===== config.mk =====
export PLATFORM = sky130hd
export DESIGN_NAME = uart_tx
export DESIGN_NICKNAME = d
export VERILOG_FILES = /design/src/rtl/uart_tx_pkg.sv /design/src/rtl/uart_tx_fifo.sv /design/src/rtl/uart_tx.sv
export SDC_FILE = /design/constraint.sdc
export NUM_CORES = 1
export LEC_CHECK = 0
export ABC_CLOCK_PERIOD_IN_PS = 7150
export CAP_MARGIN = 30
export CORE_MARGIN = 3
export CORE_UTILIZATION = 45
export CTS_BUF_LIST = sky130_fd_sc_hd__clkbuf_2
export DETAILED_ROUTE_END_ITERATION = 6
export PLACE_DENSITY_LB_ADDON = 0.3
export SYNTH_ARGS = -nofsm -noshare
export SYNTH_HDL_FRONTEND = slang
export SYNTH_SLANG_ARGS = --single-unit

===== constraint.sdc =====
create_clock -name clk -period 7.15 [get_ports clk]
set_clock_uncertainty 0.1 [all_clocks]
set_input_delay 1.0725 -clock clk [delete_from_list [all_inputs] [get_ports clk]]
set_output_delay 1.0725 -clock clk [all_outputs]
set_load 0.005 [all_outputs]

===== src/rtl/uart_tx_pkg.sv =====
// Shared UART TX definitions: FSM encodings, register map, STATUS bit positions, parity helper.
// The optional parity bit is enabled by defining UART_TX_PARITY_EN.
package uart_tx_pkg;

  localparam int CLKS_PER_BIT_DEFAULT = 434;
  localparam int FIFO_DEPTH_DEFAULT   = 4;

  localparam logic [2:0] ST_IDLE   = 3'd0;
  localparam logic [2:0] ST_START  = 3'd1;
  localparam logic [2:0] ST_DATA   = 3'd2;
  localparam logic [2:0] ST_PARITY = 3'd3;
  localparam logic [2:0] ST_STOP   = 3'd4;

  localparam int   ADDR_SEL_BIT = 2;
  localparam logic REG_TXDATA   = 1'b0;
  localparam logic REG_STATUS   = 1'b1;

  localparam int STAT_BUSY  = 0;
  localparam int STAT_FULL  = 1;
  localparam int STAT_EMPTY = 2;

  function automatic logic even_parity(input logic [7:0] b);
    return ^b;
  endfunction

endpackage


===== src/rtl/uart_tx_fifo.sv =====
// Synchronous TX byte FIFO with wrap-around pointers and an occupancy count.
// Push on full and pop on empty are ignored; simultaneous push and pop keep the count.
module uart_tx_fifo #(
  parameter int DEPTH = 4,
  parameter int WIDTH = 8
) (
  input  logic                     clk,
  input  logic                     resetn,
  input  logic                     push,
  input  logic                     pop,
  input  logic [WIDTH-1:0]         wdata,
  output logic [WIDTH-1:0]         rdata,
  output logic                     full,
  output logic                     empty,
  output logic [$clog2(DEPTH):0]   count
);

  localparam int AW = $clog2(DEPTH);

  logic [WIDTH-1:0] mem [DEPTH];
  logic [AW-1:0]    wr_ptr;
  logic [AW-1:0]    rd_ptr;
  logic             do_push;
  logic             do_pop;

  assign do_push = push & ~full;
  assign do_pop  = pop & ~empty;
  assign full    = (count == (AW+1)'(DEPTH));
  assign empty   = (count == {(AW+1){1'b0}});
  assign rdata   = mem[rd_ptr];

  always_ff @(posedge clk or negedge resetn) begin
    if (!resetn) begin
      wr_ptr <= {AW{1'b0}};
      rd_ptr <= {AW{1'b0}};
      count  <= {(AW+1){1'b0}};
    end else begin
      if (do_push) wr_ptr <= wr_ptr + AW'(1);
      if (do_pop)  rd_ptr <= rd_ptr + AW'(1);
      case ({do_push, do_pop})
        2'b10:   count <= count + (AW+1)'(1);
        2'b01:   count <= count - (AW+1)'(1);
        default: count <= count;
      endcase
    end
  end

  // Storage carries no reset; only entries between the pointers are ever read.
  always_ff @(posedge clk) begin
    if (do_push) mem[wr_ptr] <= wdata;
  end

endmodule


===== src/rtl/uart_tx.sv =====
// Memory-mapped UART transmitter on the PicoRV32 native bus: TXDATA push port, STATUS poll port.
// Define UART_TX_PARITY_EN to insert an even-parity bit between data and stop (11-bit frames).
module uart_tx
  import uart_tx_pkg::*;
#(
  parameter int CLKS_PER_BIT = CLKS_PER_BIT_DEFAULT,
  parameter int FIFO_DEPTH   = FIFO_DEPTH_DEFAULT
) (
  input  logic        clk,
  input  logic        resetn,
  input  logic        enable,
  input  logic        mem_valid,
  output logic        mem_ready,
  input  logic        mem_instr,
  input  logic [3:0]  mem_wstrb,
  input  logic [31:0] mem_wdata,
  input  logic [31:0] mem_addr,
  output logic [31:0] mem_rdata,
  output logic        serial_out
);

  localparam int CW = $clog2(CLKS_PER_BIT);
  localparam logic [CW-1:0] CNT_TOP = CW'(CLKS_PER_BIT - 1);

  logic [2:0]                    state;
  logic [CW-1:0]                 cnt;
  logic [2:0]                    bit_idx;
  logic [7:0]                    shift;
`ifdef UART_TX_PARITY_EN
  logic                          par;
`endif
  logic [7:0]                    fifo_rdata;
  logic                          fifo_full;
  logic                          fifo_empty;
  logic [$clog2(FIFO_DEPTH):0]   fifo_count;
  logic                          req;
  logic                          is_status;
  logic                          wr_txdata;
  logic                          push;
  logic                          ack;
  logic                          pop;
  logic                          line;
  logic [31:0]                   status;
  logic                          unused;

  assign unused = ^{mem_instr, mem_wdata[31:8], mem_addr[31:3], mem_addr[1:0], fifo_count};

  // A full-FIFO write stalls here until a pop frees an entry, so the byte is never lost.
  assign req       = enable & mem_valid & ~mem_ready;
  assign is_status = (mem_addr[ADDR_SEL_BIT] == REG_STATUS);
  assign wr_txdata = req & (mem_addr[ADDR_SEL_BIT] == REG_TXDATA) & mem_wstrb[0];
  assign push      = wr_txdata & ~fifo_full;
  assign ack       = req & ~(wr_txdata & fifo_full);
  assign pop       = ~fifo_empty & ((state == ST_IDLE) | ((state == ST_STOP) & (cnt == {CW{1'b0}})));

  uart_tx_fifo #(.DEPTH(FIFO_DEPTH), .WIDTH(8)) u_fifo (
    .clk    (clk),
    .resetn (resetn),
    .push   (push),
    .pop    (pop),
    .wdata  (mem_wdata[7:0]),
    .rdata  (fifo_rdata),
    .full   (fifo_full),
    .empty  (fifo_empty),
    .count  (fifo_count)
  );

  always_comb begin
    status             = 32'd0;
    status[STAT_BUSY]  = (state != ST_IDLE);
    status[STAT_FULL]  = fifo_full;
    status[STAT_EMPTY] = fifo_empty;
  end

  always_ff @(posedge clk or negedge resetn) begin
    if (!resetn) begin
      mem_ready <= 1'b0;
      mem_rdata <= 32'd0;
    end else begin
      mem_ready <= ack;
      mem_rdata <= (ack & is_status & (mem_wstrb == 4'd0)) ? status : 32'd0;
    end
  end

  // Frame sequencer; a pop in STOP chains straight into the next START with no idle gap.
  always_ff @(posedge clk or negedge resetn) begin
    if (!resetn) begin
      state   <= ST_IDLE;
      cnt     <= {CW{1'b0}};
      bit_idx <= 3'd0;
      shift   <= 8'd0;
`ifdef UART_TX_PARITY_EN
      par     <= 1'b0;
`endif
    end else if (pop) begin
      state   <= ST_START;
      cnt     <= CNT_TOP;
      shift   <= fifo_rdata;
`ifdef UART_TX_PARITY_EN
      par     <= even_parity(fifo_rdata);
`endif
    end else if (state != ST_IDLE) begin
      if (cnt != {CW{1'b0}}) begin
        cnt <= cnt - CW'(1);
      end else begin
        cnt <= CNT_TOP;
        case (state)
          ST_START: begin
            state   <= ST_DATA;
            bit_idx <= 3'd0;
          end
          ST_DATA: begin
            shift   <= {1'b0, shift[7:1]};
            bit_idx <= bit_idx + 3'd1;
`ifdef UART_TX_PARITY_EN
            if (bit_idx == 3'd7) state <= ST_PARITY;
`else
            if (bit_idx == 3'd7) state <= ST_STOP;
`endif
          end
          ST_PARITY: state <= ST_STOP;
          default:   state <= ST_IDLE;
        endcase
      end
    end
  end

  always_comb begin
    line = 1'b1;
    case (state)
      ST_START:  line = 1'b0;
      ST_DATA:   line = shift[0];
`ifdef UART_TX_PARITY_EN
      ST_PARITY: line = par;
`else
      ST_PARITY: line = 1'b1;
`endif
      default:   line = 1'b1;
    endcase
  end

  always_ff @(posedge clk or negedge resetn) begin
    if (!resetn) serial_out <= 1'b1;
    else         serial_out <= line;
  end

endmodule


Word level (Yosys, flattened, before mapping)
Memory sizes are Yosys's and may differ from the RTL's.
Cells that the tools add are included.
{ "word_totals": {"register_bits": 35, "ramBits": 32, "out_inout_bits": 34, "word_cells": 79, "memories": 1} }
{ "memory_table": {"columns": ["memory", "words", "word_bits", "read_ports", "rd_ports_with_merged_regs", "write_ports", "line_no", "rtl"], "rows": [
  ["u_fifo.mem", 4, 8, 1, 0, 1, "uart_tx_fifo.sv:20", "logic [WIDTH-1:0] mem [DEPTH];"]
]} }
{ "classes": {"add_sub_neg": 6, "eq_ne": 10, "muxes": 18, "bitwise": 21, "reduce_logical": 13} }
{ "op_table": {"columns": ["cell", "n"], "rows": [
  ["$mux 8", 4],
  ["$mux 9", 3],
  ["$mux 3", 5],
  ["$and 1x1->1", 13],
  ["$pmux 3 s2", 2],
  ["$eq 3x3->1 const B", 3],
  ["$logic_not 9->1", 1],
  ["$pmux 3 s3", 1],
  ["$reduce_bool 9->1", 1],
  ["$sub 9x1->9 const B", 1],
  ["$reduce_bool 2->1", 4],
  ["$not 1->1", 7],
  ["$add 3x1->3 const B", 2],
  ["$eq 3x2->1 const B", 2],
  ["$logic_not 3->1", 2],
  ["$reduce_and 3->1", 2],
  ["$add 2x1->2 const B", 2],
  ["$logic_not 4->1", 1],
  ["$reduce_and 4->1", 1],
  ["$eq 3x1->1 const B", 1],
  ["$ne 3x2->1 const B", 1],
  ["$reduce_bool 3->1", 1],
  ["$sub 3x1->3 const B", 1],
  ["$eq 2x1->1 const B", 1],
  ["5 further kinds", 6]
]} }

Depth between registers and ports, before layout
Gate-level depths: netlist (run 1).
{ "depth": {"depth_word": 10, "depth_mapped": 11} }

Modules after synthesis
From an unflattened synthesis (run 1), not the netlist that was laid out.
{ "hier_totals": {"hier_cells": 267, "area_unflattened_um2": 3400.8} }
{ "modules_own_cells": {"columns": ["module", "instances", "cells_each", "area_per_inst_um2", "seq_area_each_um2"], "rows": [
  ["uart_tx", 1, 188, 1808.0, 701.9],
  ["uart_tx_fifo", 1, 79, 1592.8, 1136.1]
]} }

Worst setup path before layout (run 1)
Ideal clock, no wire load.
{ "synth_timing": {"path_kind": "input port to flip-flop", "from": "input enable", "to": "register u_fifo.count[1]", "setup_ns": 0.083, "arrival_ns": 2.609, "setup_slack_ns": 4.359, "path_stages": 8, "path_buffers": 0, "cell_sequence": "nand2_1 -> or2_2 -> nor4b_4 -> inv_1 -> ha_1 -> inv_1 -> fa_1 -> o21ai_0"} }
{ "synth_via": {"elab_chain_cells": 8} }
{ "synth_lines": {"columns": ["item", "line_no", "rtl"], "rows": [
  ["from (decl)", "uart_tx.sv:11", "input logic enable,"],
  ["$and 1x1->1 * (2 in series)", "uart_tx.sv:49", "assign req = enable & mem_valid & ~mem_ready;"],
  ["$and 1x1->1 * (2 in series)", "uart_tx.sv:51", "assign wr_txdata = req & (mem_addr[ADDR_SEL_BIT] == REG_TXDATA) & mem_wstrb[0];"],
  ["$and 1x1->1 *", "uart_tx.sv:52", "assign push = wr_txdata & ~fifo_full;"],
  ["$and 1x1->1 *", "uart_tx_fifo.sv:26", "assign do_push = push & ~full;"],
  ["$eq 2x1->1 or $eq 2x2->1 (tied branches)", "uart_tx_fifo.sv:40", "case ({do_push, do_pop})"],
  ["$pmux 3 s2 or $reduce_bool 2->1 (tied branches)", null, null],
  ["to (signal assigned)", "uart_tx_fifo.sv:41", "2'b10: count <= count + (AW+1)'(1);"],
  ["to (signal assigned)", "uart_tx_fifo.sv:42", "2'b01: count <= count - (AW+1)'(1);"],
  ["to (signal assigned)", "uart_tx_fifo.sv:43", "default: count <= count;"],
  ["to (decl)", "uart_tx_fifo.sv:15", "output logic [$clog2(DEPTH):0] count"]
]} }
Every way passes the cells marked *; elsewhere a longest branch is shown, timed or not.
A chain may end at the register's enable or synchronous reset.

Final worst setup path (run 1)
{ "layout_timing": {"from": "input mem_valid", "to": "register u_fifo.count[1]"} }
{ "layout_via": {"elab_chain_cells": 8} }
{ "layout_lines": {"columns": ["item", "line_no", "rtl"], "rows": [
  ["from (decl)", "uart_tx.sv:12", "input logic mem_valid,"],
  ["$and 1x1->1 * (2 in series)", "uart_tx.sv:49", null],
  ["$and 1x1->1 * (2 in series)", "uart_tx.sv:51", null],
  ["$and 1x1->1 *", "uart_tx.sv:52", null],
  ["$and 1x1->1 *", "uart_tx_fifo.sv:26", null],
  ["$eq 2x1->1 or $eq 2x2->1 (tied branches)", "uart_tx_fifo.sv:40", null],
  ["$pmux 3 s2 or $reduce_bool 2->1 (tied branches)", null, null]
]} }
Marks and branches as above.

==> results of run 1 <==
==> metrics by stage <==
| stage | hold slack [ps] | cells |
|---|---|---|
| 2_1_floorplan | 349.5 | 272 |
| 3_3_place_gp | 375.3 | 351 |
| 3_5_place_dp | 378.9 | 351 |
| 4_1_cts | 401.4 | 367 |
| 5_1_grt | 413.7 | 367 |
| 6_report | 401.0 | 367 |
==> layer usage <==
layer  part of all wire  wire (um)  track usage
met5                  0          0            0
met4             0.0085         47      0.03769
met3              0.037        203      0.05220
met2               0.52       2844       0.2379
met1               0.44       2426       0.1740
==> worst reg2reg max path, delay by kind of cell, from the launching register on <==
| family | cells | cell delay, ps |
|---|---|---|
| adder cells (fa/ha/maj) | 3 | 860 |
| AND/OR/NAND/NOR | 3 | 680 |
| flip-flops | 1 | 430 |
| buffers and inverters | 3 | 370 |
| XOR/XNOR | 2 | 310 |
| AO/OA/AOI/OAI | 1 | 110 |
==> sequential cells by signal, indices dropped and copies added, names as in the netlist <==
register	flops
u_fifo.mem	32
cnt	9
shift	8
bit_idx	3
mem_rdata	3
state	3
u_fifo.count	3
u_fifo.rd_ptr	2
u_fifo.wr_ptr	2
mem_ready	1
serial_out	1
==> placed cells by master (no fill, tap or decap), drive strengths merged, types with 4 or more instances in the layout <==
cell,count
a2bb2oi,7
and2,4
clkbuf,9
clkdlybuf4s50,20
clkinv,4
conb,29
dfrtp,34
edfxtp,32
ha,8
inv,11
mux4,8
nand2,9
nor2,15
o2bb2ai,4
o32ai,7
or2,4
or3,4
xor2,8
==> power by group <==
group	switching, mW	total, mW	internal (mW)
Clock	0.137	0.252	0.115
Sequential	0.0882	0.560	0.472
Combinational	0.200	0.387	0.187
Total	0.425	1.20	0.774
==> cell usage after synthesis (2+ instances only) <==
library cell / instances
and2_1: 4
a31oi_1: 3
o21ai_0: 3
ha_1: 8
xnor2_1: 3
o2111ai_1: 2
nand2_1: 9
buf_4: 30
or2_1: 2
o211ai_1: 2
or3_1: 4
dfrtp_1: 34
or2_2: 2
xor2_1: 8
mux4_2: 8
a2bb2oi_1: 7
nor2b_1: 3
o32ai_1: 7
o2bb2ai_1: 4
a21oi_1: 2
nor3_1: 2
inv_1: 11
buf_2: 5
clkbuf_1: 2
edfxtp_1: 32
nand3_1: 2
nor2_1: 13
nor4_2: 2
==> path summary, 6_finish.rpt <==
kind	depth (start not counted)	endpoint	slack, ps
hold reg to reg	1	u_fifo.count[2]$_DFFE_PN0P_	400
hold / removal	1	u_fifo.count[2]$_DFFE_PN0P_	400
max in group asynchronous	1	cnt[2]$_DFFE_PN0P_	5910
setup / recovery	9	u_fifo.count[1]$_DFFE_PN0P_	4210
min in group asynchronous	1	u_fifo.count[2]$_DFFE_PN0P_	530
setup reg to reg	12	u_fifo.count[2]$_DFFE_PN0P_	4250
==> logic make-up after synthesis <==
group	share of synthesized area
compound gates	0.09905
xor+xnor	0.02945
fa+ha+maj	0.03671
buf+inv	0.09598
flops	0.5618
mux	0.06157
other cells	0.001146
simple gates	0.1143
==> layout make-up <==
| type | count | share of cell area |
|---|---|---|
| Clock inverter | 7 | 0.02590 |
| Multi-Input combinational cell | 155 | 0.3427 |
| Timing Repair Buffer | 22 | 0.05950 |
| Clock buffer | 9 | 0.01260 |
| Sequential cell | 67 | 0.5142 |
| Tap cell | 96 | 0.03360 |
| Inverter | 11 | 0.01155 |
==> impl_metrics.json, run 1 <==
{
  "crit_path_max_fanout": 7,
  "setup_viol": 0,
  "crit_path_max_incr_delay_ps": 460,
  "dp_hpwl_um": 3827,
  "postCtsSetupBuffers": 0,
  "die_width_um": 91.27,
  "synth.area.top_cells": "edfxtp_1 29%, dfrtp_1 26%, buf_4 6.9%, mux4_2 5.5%, ha_1 3.1%",
  "synth-main-ff-cell": "dfrtp_1",
  "cap_viol_max_count": 0,
  "cts_resized": 0,
  "drt-pass1-iter-count": 4,
  "io_pins": 107,
  "grt_max_degree": 36,
  "seqCellArea_mm2": 0.001838,
  "fin_setup_tns_ps": 0,
  "async_flop_share": 0.5224,
  "synth_largest_area_cell": "edfxtp_1",
  "rsz0062_at_grt": "false",
  "hold_path.class": "reg2reg",
  "port_buffers": 21,
  "fin_crit_ps": 2935,
  "cp_slowest_cell": "clkdlybuf4s50_1",
  "avgSynthCellArea_um2": 13.41,
  "fillCellCount": 633,
  "die_y_um": 91.27,
  "min_from": "u_fifo.count[2]$_DFFE_PN0P_",
  "vdd.ir_drop.worst_v": 0.0001394,
  "area_growth_pct": 9.254,
  "die-area_mm2": 0.008330,
  "synth_top_area_frac": 0.2937,
  "startpoint": "mem_valid",
  "drive_above_1_share": 0.1476,
  "routed_via_density": 5.011,
  "rows": 30,
  "fin_nets": 348,
  "dpl_cell_area_mm2": 0.003437,
  "outcome": "finished clean",
  "path_cells": "clkdlybuf4s50_1 > nand2_1 > or2_2 > nor4b_4 > inv_1 > ha_1 > inv_1 > fa_1 > o21ai_0",
  "final-hold-violation-count": 0,
  "setup_ws_ps": 4215,
  "grt_overflow": 0,
  "antenna_found_initial": 0,
  "cp-start-kind": "input pin",
  "max_freq_ghz": 0.3407,
  "cts_tree": "done",
  "netlist_instances": 244,
  "final_util": 0.5176,
  "htree_levels": 3,
  "p_leak_nw": 1.363,
  "synth_edf_count": 32,
  "critPathArrivalTime_ps": 3260,
  "clk_latency_ps": 490,
  "core_area_mm2": 0.006907,
  "ys_seq_elements": 67,
  "yosysUniqueCellTypes": 58,
  "crit_type": "in2reg",
  "p_total_mw": 1.199,
  "endpoint_kind": "flop",
  "crit_top_cell": "inv_1",
  "path_buf_inv": 3,
  "routed_wl_um": 5521,
  "cts_hold_buf": 0,
  "drc_errors": 0,
  "power_density_mw_per_mm2": 335.4,
  "initial_core_util": 0.4737,
  "max-slew-margin-rel": 0.4763,
  "clockBufferDepth": 2,
  "cp.required_ps": 7480,
  "ant_nets": 0,
  "tightest_slew_ps": 785.5,
  "gp_congestion": 0.7763,
  "cts-root-buf": "clkbuf_2",
  "synth_warnings": 0,
  "ys_seq_area_frac": 0.5618,
  "multiInputGateArea_mm2": 0.001225,
  "r2r-start": "cnt[0]$_DFFE_PN0P_",
  "synth_area_mm2": 0.003272,
  "wire_per_inst_um": 15.04,
  "diodes": 0,
  "finalCritPeriodShare": 0.4105,
  "grt_pass1_wl_um": 9163,
  "cts_buffers": 9,
  "numClockSinks": 67,
  "vias": 1839,
  "track_usage": 0.1423,
  "report.final.slew_viol_count": 0,
  "final_area_mm2": 0.003575,
  "cp_top_family": "simple AND/OR/NAND/NOR gates",
  "path_clk_slew_ps": 190,
  "dp_slack_ps": 3676,
  "drtIter0Drc": 111,
  "grt_pass1_vias": 1863
}
Power figures use the tool's default switching activity.
==> inputs of run 2 (changes only) <==
--- a/config.mk
+++ b/config.mk
@@ -5,7 +5,7 @@
 export SDC_FILE = /design/constraint.sdc
 export NUM_CORES = 1
 export LEC_CHECK = 0
-export ABC_CLOCK_PERIOD_IN_PS = 7150
+export ABC_CLOCK_PERIOD_IN_PS = 2950
 export CAP_MARGIN = 30
 export CORE_MARGIN = 3
 export CORE_UTILIZATION = 45
==> constraint.sdc (replaced) <==
create_clock -name clk -period 2.95 [get_ports clk]
set_clock_uncertainty 0.1 [all_clocks]
set_input_delay 0.4425 -clock clk [delete_from_list [all_inputs] [get_ports clk]]
set_output_delay 0.4425 -clock clk [all_outputs]
set_load 0.005 [all_outputs]
==> run 2 against run 1 <==
  * Sequential cell count unchanged
  * First-iteration DRC count decreased by 22%
  * Via count increased by 0.98%
  * Clock-buffer cell count unchanged
  * Worst hold slack improved by 11 ps
  * Critical path depth increased by 2
  * Non-clock buffer count increased by 4
  * Core utilization increased by 0.83 points
  * Final area increased by 1.6%
  * Sequential share of layout area decreased by 0.81 points
  * Clock power increased to 2.6 times the previous value
  * Highest routed layer unchanged
==> impl_metrics.json, run 2 (synthesis results as in run 1) <==
{
  "outcome": "finished clean",
  "vdd.ir_drop.worst_v": 0.0004004,
  "critPathArrivalTime_ps": 2980,
  "cts-root-buf": "clkbuf_2",
  "drc_errors": 0,
  "die-area_mm2": 0.008330,
  "tightest_slew_ps": 798.7,
  "p_leak_nw": 1.397,
  "report.final.slew_viol_count": 0,
  "power_density_mw_per_mm2": 822.7,
  "track_usage": 0.1399,
  "io_pins": 107,
  "grtUsageMet1": 0.1833,
  "gp_congestion": 0.7449,
  "ant_nets": 0,
  "crit_path_max_fanout": 5,
  "core_area_mm2": 0.006907,
  "final-hold-violation-count": 0,
  "fin_setup_tns_ps": 0,
  "fin_crit_ps": 2645,
  "die_y_um": 91.27,
  "dp.cells": 354,
  "multiInputGateArea_mm2": 0.001236,
  "cts_buffers": 9,
  "top_usage_layer": "met2",
  "antenna_found_initial": 0,
  "grt_pass1_wl_um": 9087,
  "grtUsageMet3": 0.05220,
  "wire_per_inst_um": 14.42,
  "path_clk_slew_ps": 210,
  "max_freq_ghz": 0.3781,
  "diodes": 0,
  "drive_above_1_share": 0.1673,
  "final_common_cell": "dfrtp_1",
  "rsz0062_at_grt": "false",
  "grt_overflow": 0,
  "largest_register_ffs": 32,
  "hold_path.class": "reg2reg",
  "drtIter0Drc": 87,
  "routed_via_density": 5.005,
  "reg_top3": "u_fifo.mem x32, cnt x9, shift x8",
  "htree_levels": 3,
  "fillCellCount": 605,
  "final_util": 0.5259,
  "crit_path_max_incr_delay_ps": 450,
  "dpl_cell_area_mm2": 0.003460,
  "gr-usage-met2": 0.2213,
  "rows": 30,
  "crit_type": "reg2reg",
  "final_area_mm2": 0.003632,
  "clockBufferDepth": 2,
  "drt-pass1-iter-count": 5,
  "grt_max_degree": 36,
  "vias": 1857,
  "final_cell_mix": "34 x dfrtp_1, 32 x edfxtp_1, 29 x conb_1, 20 x clkdlybuf4s50_1, 12 x nor2_1",
  "initial_core_util": 0.4737,
  "numClockSinks": 67,
  "cts_tree": "done",
  "fin_nets": 352,
  "port_buffers": 21,
  "seqCellArea_mm2": 0.001838,
  "clk_latency_ps": 500,
  "area_growth_pct": 11.01,
  "routed_wl_um": 5351,
  "endpoint_kind": "flop",
  "path_cells": "inv_1 > ha_1 > nor4b_4 > a21boi_1 > nor2_2 > ha_1 > inv_1 > fa_1 > xor2_1 > nor2_1 > xor2_1",
  "grt_pass1_vias": 1828,
  "cp-start-kind": "flop",
  "cap_viol_max_count": 0,
  "postCtsSetupBuffers": 0,
  "dp_hpwl_um": 3679,
  "setup_viol": 0,
  "die_width_um": 91.27,
  "finalCritPeriodShare": 0.8966,
  "top_register": "u_fifo.mem",
  "max-slew-margin-rel": 0.4675,
  "cp.required_ps": 3280,
  "cp_slowest_cell": "dfrtp_1",
  "instances_no_fill": 371
}
[run 2: changes by cell type in the layout (fill, tap and decap cells not counted)]
cell / change
buf_4: +3
inv_6: +3
clkinv_1: -2
clkinv_4: -1
clkinvlp_4: -1
dlygate4sd3_1: +1
inv_8: +1
nor2_1: -1
nor2_2: +1
nor4b_2: -1
nor4b_4: +1
[run 2: cell type report]
cell class	instances	share of cell area
flip-flops and latches	67	0.5060
multi-input cells	155	0.3403
repair buffers	26	0.06752
well taps	96	0.03307
clock inverters	7	0.02928
clock buffers	9	0.01240
inverters	11	0.01137
[run 2: critical path: cells and delay by family, from the launching register on]
family                   cells  cell delay, ps
flip-flops                   1             450
buffers and inverters        2             170
adder cells (fa/ha/maj)      3             820
AO/OA/AOI/OAI                1             140
AND/OR/NAND/NOR              3             590
XOR/XNOR                     2             310
[run 2: per-stage QoR]
step | setup WS (ps) | hold WS [ps] | total power, mW
CTS | 169.2 | 403.2 | 3.011
global placement | 247.4 | 380.1 | 2.326
global route | 23.09 | 382.8 | 3.224
detailed placement | 229.3 | 389.6 | 2.343
floorplan | 469.1 | 46.91 | 2.148
finish | 304.9 | 411.9 | 2.988
[run 2: path summary, 6_finish.rpt]
| path | startpoint | to | slack [ps] | cells past startpoint |
|---|---|---|---|---|
| max | cnt[0]$_DFFE_PN0P_ | u_fifo.count[2]$_DFFE_PN0P_ | 300 | 11 |
| min | u_fifo.count[2]$_DFFE_PN0P_ | u_fifo.count[2]$_DFFE_PN0P_ | 410 | 1 |
| max reg2reg | cnt[0]$_DFFE_PN0P_ | u_fifo.count[2]$_DFFE_PN0P_ | 300 | 11 |
| min reg2reg | u_fifo.count[2]$_DFFE_PN0P_ | u_fifo.count[2]$_DFFE_PN0P_ | 410 | 1 |
| max in group asynchronous | resetn | shift[6]$_DFFE_PN0P_ | 1790 | 2 |
| min in group asynchronous | resetn | cnt[5]$_DFFE_PN0P_ | 440 | 2 |
[run 2: what timing repair did]
item | 4_1_cts | 5_1_grt
endpoints found under the setup margin | 0 | 1
gates resized for setup | 0 | 2
hold buffers | 1 | 0
hold endpoints to repair | 34 | 0
[run 2: routing by layer]
metal,share of wire,vias up
li1,-,899
met3,0.048,8
met2,0.51,49
met1,0.44,901
met4,0.010,0
met5,0,-
[run 2: power breakdown]
group          leakage [nW]  total [mW]  internal (mW)  switching (mW)
sequential            0.692        1.34           1.14           0.197
combinational         0.615       0.982          0.477           0.505
clock                0.0894       0.665          0.298           0.367
total                  1.40        2.99           1.92            1.07
